==> config.mk <==
export PLATFORM = sky130hd
export DESIGN_NAME = debounce_array
export DESIGN_NICKNAME = d
export VERILOG_FILES = /design/src/rtl/debounce_array.sv
export SDC_FILE = /design/constraint.sdc
export NUM_CORES = 1
export LEC_CHECK = 0
export ABC_CLOCK_PERIOD_IN_PS = 2840
export CAP_MARGIN = 15
export CORE_MARGIN = 2
export CORE_UTILIZATION = 45
export DETAILED_ROUTE_END_ITERATION = 7
export GPL_TIMING_DRIVEN = 1
export PLACE_DENSITY_LB_ADDON = 0.25
export SYNTH_ARGS = -nofsm -noshare
export SYNTH_HDL_FRONTEND = slang
export SYNTH_SLANG_ARGS = --single-unit
==> constraint.sdc <==
create_clock -name clk -period 2.84 [get_ports clk]
set_clock_uncertainty 0.1 [all_clocks]
set_input_delay 0.568 -clock clk [delete_from_list [all_inputs] [get_ports clk]]
set_output_delay 0.568 -clock clk [all_outputs]
set_load 0.05 [all_outputs]
==> src/rtl/debounce_array.sv <==
// debounce_array: N-channel debouncer (2-flop sync, stability counter, clean level, rise/fall/any strobes).
// Define DEBOUNCE_HOLD_EN to build the per-channel long-press (held) detector.

module debounce_array #(
    parameter int           N           = 4,
    parameter int           CNT_W       = 15,
    parameter logic [N-1:0] INVERT_MASK = {N{1'b0}},
    parameter int           HOLD_W      = 24
) (
    input  logic         clk,
    input  logic         rst,
    input  logic [N-1:0] bouncy_in,
    output logic [N-1:0] clean_out,
    output logic [N-1:0] rise_pulse,
    output logic [N-1:0] fall_pulse,
    output logic         any_change,
    output logic [N-1:0] held
);

    localparam logic [CNT_W-1:0] CNT_MAX = {CNT_W{1'b1}};

    if (N < 1 || CNT_W < 1 || HOLD_W < 1) begin : g_bad_params
        $error("debounce_array: N, CNT_W and HOLD_W must all be >= 1");
    end

    function automatic logic [CNT_W-1:0] cnt_sat_inc(input logic [CNT_W-1:0] v);
        return (v == CNT_MAX) ? v : v + 1'b1;
    endfunction

    logic [N-1:0]     sync1_q, sync1_d;
    logic [N-1:0]     sync2_q, sync2_d;
    logic [N-1:0]     prev_q, prev_d;
    logic [N-1:0]     clean_q, clean_d;
    logic [N-1:0]     rise_q, rise_d;
    logic [N-1:0]     fall_q, fall_d;
    logic             any_q, any_d;
    logic [CNT_W-1:0] cnt_q [N];
    logic [CNT_W-1:0] cnt_d [N];

    always_comb begin
        sync1_d = bouncy_in ^ INVERT_MASK;
        sync2_d = sync1_q;
        prev_d  = sync2_q;
        clean_d = clean_q;
        for (int i = 0; i < N; i++) begin
            cnt_d[i] = '0;
            if (sync2_q[i] == prev_q[i]) begin
                cnt_d[i] = cnt_sat_inc(cnt_q[i]);
                // Saturated counter keeps re-loading the level; pulses come only from an actual change.
                if (cnt_q[i] == CNT_MAX) begin
                    clean_d[i] = sync2_q[i];
                end
            end
        end
        rise_d = clean_d & ~clean_q;
        fall_d = ~clean_d & clean_q;
        any_d  = |(rise_d | fall_d);
    end

    always_ff @(posedge clk) begin
        if (rst) begin
            sync1_q <= '0;
            sync2_q <= '0;
            prev_q  <= '0;
            clean_q <= '0;
            rise_q  <= '0;
            fall_q  <= '0;
            any_q   <= 1'b0;
            for (int i = 0; i < N; i++) begin
                cnt_q[i] <= '0;
            end
        end else begin
            sync1_q <= sync1_d;
            sync2_q <= sync2_d;
            prev_q  <= prev_d;
            clean_q <= clean_d;
            rise_q  <= rise_d;
            fall_q  <= fall_d;
            any_q   <= any_d;
            for (int i = 0; i < N; i++) begin
                cnt_q[i] <= cnt_d[i];
            end
        end
    end

    assign clean_out  = clean_q;
    assign rise_pulse = rise_q;
    assign fall_pulse = fall_q;
    assign any_change = any_q;

`ifdef DEBOUNCE_HOLD_EN
    localparam logic [HOLD_W-1:0] HOLD_MAX = {HOLD_W{1'b1}};

    function automatic logic [HOLD_W-1:0] hold_sat_inc(input logic [HOLD_W-1:0] v);
        return (v == HOLD_MAX) ? v : v + 1'b1;
    endfunction

    logic [HOLD_W-1:0] hold_q [N];
    logic [HOLD_W-1:0] hold_d [N];
    logic [N-1:0]      held_q, held_d;

    // held sets one edge after the counter saturates and drops on the same edge the level falls.
    always_comb begin
        held_d = '0;
        for (int i = 0; i < N; i++) begin
            hold_d[i] = clean_q[i] ? hold_sat_inc(hold_q[i]) : '0;
            held_d[i] = clean_d[i] & (held_q[i] | (hold_q[i] == HOLD_MAX));
        end
    end

    always_ff @(posedge clk) begin
        if (rst) begin
            held_q <= '0;
            for (int i = 0; i < N; i++) begin
                hold_q[i] <= '0;
            end
        end else begin
            held_q <= held_d;
            for (int i = 0; i < N; i++) begin
                hold_q[i] <= hold_d[i];
            end
        end
    end

    assign held = held_q;
`else
    assign held = {N{1'b0}};
`endif

endmodule
# --- Word-level counts from Yosys, hierarchy flattened ---
# Memories as Yosys holds them, arrays and structs flattened.
# Cells that the tools add are included.
word_totals:
  mem_count: 1
  latchBits: 0
  input_bits: 6
  romBits: 0
  out_inout_bits: 17
  ramBits: 60
  word_cells: 53
  register_bits: 25
mem_list:
  columns: ["name", "depth", "word_bits", "read_ports", "rd_ports_with_merged_regs", "write_ports", "line_no", "text"]
  rows:
  - ["cnt_q", 4, 15, 4, 0, 4, "37", "logic [CNT_W-1:0] cnt_q [N];"]
op_classes:
  reduce_logical: 1
  muxes: 23
  order_cmp: 0
  div: 0
  add_sub_neg: 4
  bitwise_logic: 9
  mul: 0
  eq_ne: 8
  shifts: 0
op_table:
  columns: ["cell", "n"]
  rows:
  - ["$mux W15", 12]
  - ["$add A15 B1 Y15 const B", 4]
  - ["$eq A15 B15 Y1 const B", 4]
  - ["$mux W1", 11]
  - ["$and A4 B4 Y4", 2]
  - ["$not A4 Y4", 2]
  - ["$eq A1 B1 Y1", 4]
  - ["$or A1 B1 Y1", 4]
  - ["$or A4 B4 Y4", 1]
  - ["$reduce_or A4 Y1", 1]

# --- Logic depth before layout (Yosys ltp) ---
# An unclocked memory read counts as a cell.
logic_depth:
  depth_word: 8
  depth_mapped: 8
  ltp_nobuf: 7

# --- Least setup slack after synthesis ---
# No wires, ideal clock.
synth_path:
  path_kind: "reg-to-reg"
  from: "mem cnt_q[3][0]"
  to: "reg any_q, in the netlist any_change"
  path_stages_with_launch: 9
  n_path_buf: 1
  setup_time_ns: 0.138
  t_arrival_ns: 1.888
  required_ns: 2.602
  slack_ns: 0.714
  synth_period_minus_slack_ns: 2.126
  cell_sequence: "dfxtp_1 > ha_1 > nand4_1 > or4_1 > clkbuf_1 > o21ai_2 > a22oi_1 > ha_1 > a41oi_1"
synth_rtl:
  columns: ["element", "line_no", "text"]
  rows:
  - ["from (decl)", "37", null]
  - ["to (signal assigned)", "79", "any_q <= any_d;"]
  - ["to (decl)", "36", "logic any_q, any_d;"]

==> flow_summary.ini <==
[logic_synthesis]
netlist.area_leader.share_pct = 43.63
synth_cell_type_count = 52
avgSynthCellArea_um2 = 8.784
ys_seq_elements = 85
synth_enable_flop_cells = 0
synth_area_leaders = dfxtp_1 44%, a21oi_1 4.6%, ha_1 3.8%
yosys.area.top_type = dfxtp_1
synthesis.area_mm2 = 0.003900
synth-main-ff-cell = dfxtp_1
ys.warnings.count = 0
synth_cells = 444
synth_seq_area_share_pct = 43.63
ys_async_sr_fraction_pct = 0

[detailed_routing]
drtIter0Drc = 102
ant_nets = 0
dr_total_vias = 3304
drt_wl_total_um = 7542
dr.pass1.iters = 4
post_drt_wl_per_cell_um = 13.19
viasPerCell = 5.776
drc = 0

[sta]
slew_viol_final = 0
finalWorstSetupSlack_ns = 0.4982
clock.fmax_ghz = 0.4270
worstMarginPinSlew_ns = 0.6199
hold_viol = 0
finalSetupViolCount = 0
rsz0062_at_grt = no
min_period_ns = 2.342
setup_tns_ns = 0
period_share_pct = 82.46
maxSlewHeadroom_pct = 58.36

[clock_network]
cts_buffers = 9
clk_latency_ns = 0.35
postCtsHoldBufs = 0
clk_path_buf_depth = 2
htree_levels = 3
cts_num_sinks = 85
cts-resized-gates = 0
clock-root-buffer = clkbuf_8
clkTransAtPathRegs_ns = 0.08
cts_tree = built
post_cts_buffers = 0

[power_and_ir_drop]
power_frac_comb_pct = 4.4
power.internal_w = 0.001725
p_sw_share_pct = 22.36
seqPwrFrac_pct = 55.4
leakagePower_nw = 1.432
switching_power_w = 0.0004968
irDropWorstVdd_v = 0.0002412
power_density_mw_per_mm2 = 506.2
power_frac_clock_pct = 40.2

[final_layout]
final_cell_mix = 85 x dfxtp_1, 36 x a21oi_1, 31 x nand2_1
diodes = 0
nFillCells = 803
syn_to_final_growth_pct = 12.54
layout-drive-gt1-share_pct = 6.638
nets = 480
post-route-cell-area_mm2 = 0.004389
final_common_cell = dfxtp_1

[grt]
grt_overflow = 0
track_usage_pct = 16.20
grt_pass1_vias = 2956
grt_pass1_wl_um = 12850
antenna_found_initial = 0
grt_max_degree = 33

[floorplanning]
chipWidth_um = 97.10
die_h_um = 97.10
core.rowCount = 33
die-area_mm2 = 0.009427
start_util_pct = 46.99
ios = 23
core_area_mm2 = 0.008299

[critical_path]
startpoint_type = flop
worstSetupEndpointType = flop
crit_buf_inv = 0
r2r_slack_ns = 0.50
timing.critical_path.mode_cell = ha_1
worst_path_dominant_cell_family = compound AO/OA/AOI/OAI gates
crit_slowest_cell = or2_0
cp_max_fo = 10
crit_type = reg -> reg
worstPathCellList = ha_1 -> nand4_1 -> or2_0 -> o21ai_0 -> o211ai_1 -> ha_1 -> a41oi_1
arrival_ns = 2.52
crit_required_ns = 3.02
max_stage_delay_ns = 0.43

[run_status]
status = finished, final reports clean

[run]
maxCapViolCount = 0

[placed_design]
place.gp.congestion = 0.8211
placed_area_mm2 = 0.004178
place_ws_ns = 0.5440
dp_hpwl_um = 5289
port_buffers = 18

[hold_path]
holdCritPathClass = reg -> reg
## registers in the layout, summed over array words and instances, names as in the netlist
| signal | flops |
|---|---|
| sync1_q | 4 |
| cnt_q | 60 |
| any_change | 1 |
| clean_out | 4 |
| fall_pulse | 4 |
| rise_pulse | 4 |
| prev_q | 4 |
| prev_d | 4 |
## final timing paths
check               end  depth (start not counted)         from
max          any_change                          7  cnt_q[1][0]
min           prev_d[2]                          1   sync1_q[2]
max reg2reg  any_change                          7  cnt_q[1][0]
min reg2reg   prev_d[2]                          1   sync1_q[2]
## cells by family (layout without fill, tap and decap cells)
logic type,count (synthesis),count (layout),share of synthesized area [%]
buffers and inverters,33,53,3.689
flip-flops,85,85,43.63
XOR/XNOR,9,9,2.021
adder cells (fa/ha/maj),12,12,3.850
AND/OR/NAND/NOR,186,186,27.30
other,1,4,0.09615
AO/OA/AOI/OAI,114,114,18.38
multiplexers,4,4,1.027
## cell type report
| class | instances | area (um^2) | share of cell area [%] |
|---|---|---|---|
| tap | 105 | 131.4 | 2.993 |
| clock inverter | 3 | 42.54 | 0.9692 |
| multi-input combinational | 329 | 2066 | 47.06 |
| inverter | 15 | 56.30 | 1.283 |
| sequential | 85 | 1702 | 38.77 |
| timing repair buffer | 22 | 222.7 | 5.074 |
| clock buffer | 13 | 168.9 | 3.848 |
## metal layers
metal / share of wire (%) / vias to the layer above / routed length [um] / global-route usage [%]
met5: 0 / - / 0 / 0
met4: 1.8 / 0 / 136 / 6.826
met3: 3.2 / 16 / 244 / 3.309
met2: 47 / 60 / 3563 / 27.24
met1: 48 / 1539 / 3598 / 20.20
li1: - / 1689 / - / -
## stage by stage
step	instances	hold WS, ns	utilization (%)	total power [W]
2_1_floorplan	447	0.3138	-	0.001333
3_3_place_gp	556	0.3210	50.34	0.001352
3_5_place_dp	556	0.3204	50.34	0.001356
4_1_cts	572	0.3387	52.89	0.002249
5_1_grt	572	0.3554	52.89	0.002318
6_report	572	0.3371	52.89	0.002222
## synth_stat cells, types with 7 or more instances
cell type and instances:
inv_1 15, or2_2 7, or3_1 15, a31oi_1 7
and3_1 7, nand4_1 12, ha_1 12, nand2_1 31
o31ai_1 12, nor2b_1 19, nor2_1 23, nor3_1 13
dfxtp_1 85, o21ai_0 27, nand3_1 24, or4_1 12
clkbuf_1 10, and4_1 10, a21oi_1 36
## power by group through the flow
stage | registers, W | logic (W) | clock network [W]
floorplan | 0.00125 | 0.0000782 | 0
global placement | 0.00126 | 0.0000945 | 0
detailed placement | 0.00126 | 0.0000972 | 0
CTS | 0.00123 | 0.0000985 | 0.000920
global route | 0.00123 | 0.000111 | 0.000973
finish | 0.00123 | 0.0000982 | 0.000893
## worst reg2reg max path: stages (launching register included)
cell and delay, ns:
dfxtp_1 0.40, ha_1 0.27, nand4_1 0.17, or2_0 0.43, o21ai_0 0.32, o211ai_1 0.15, ha_1 0.29, a41oi_1 0.16
No activity file was read; power rests on OpenSTA's default activity.
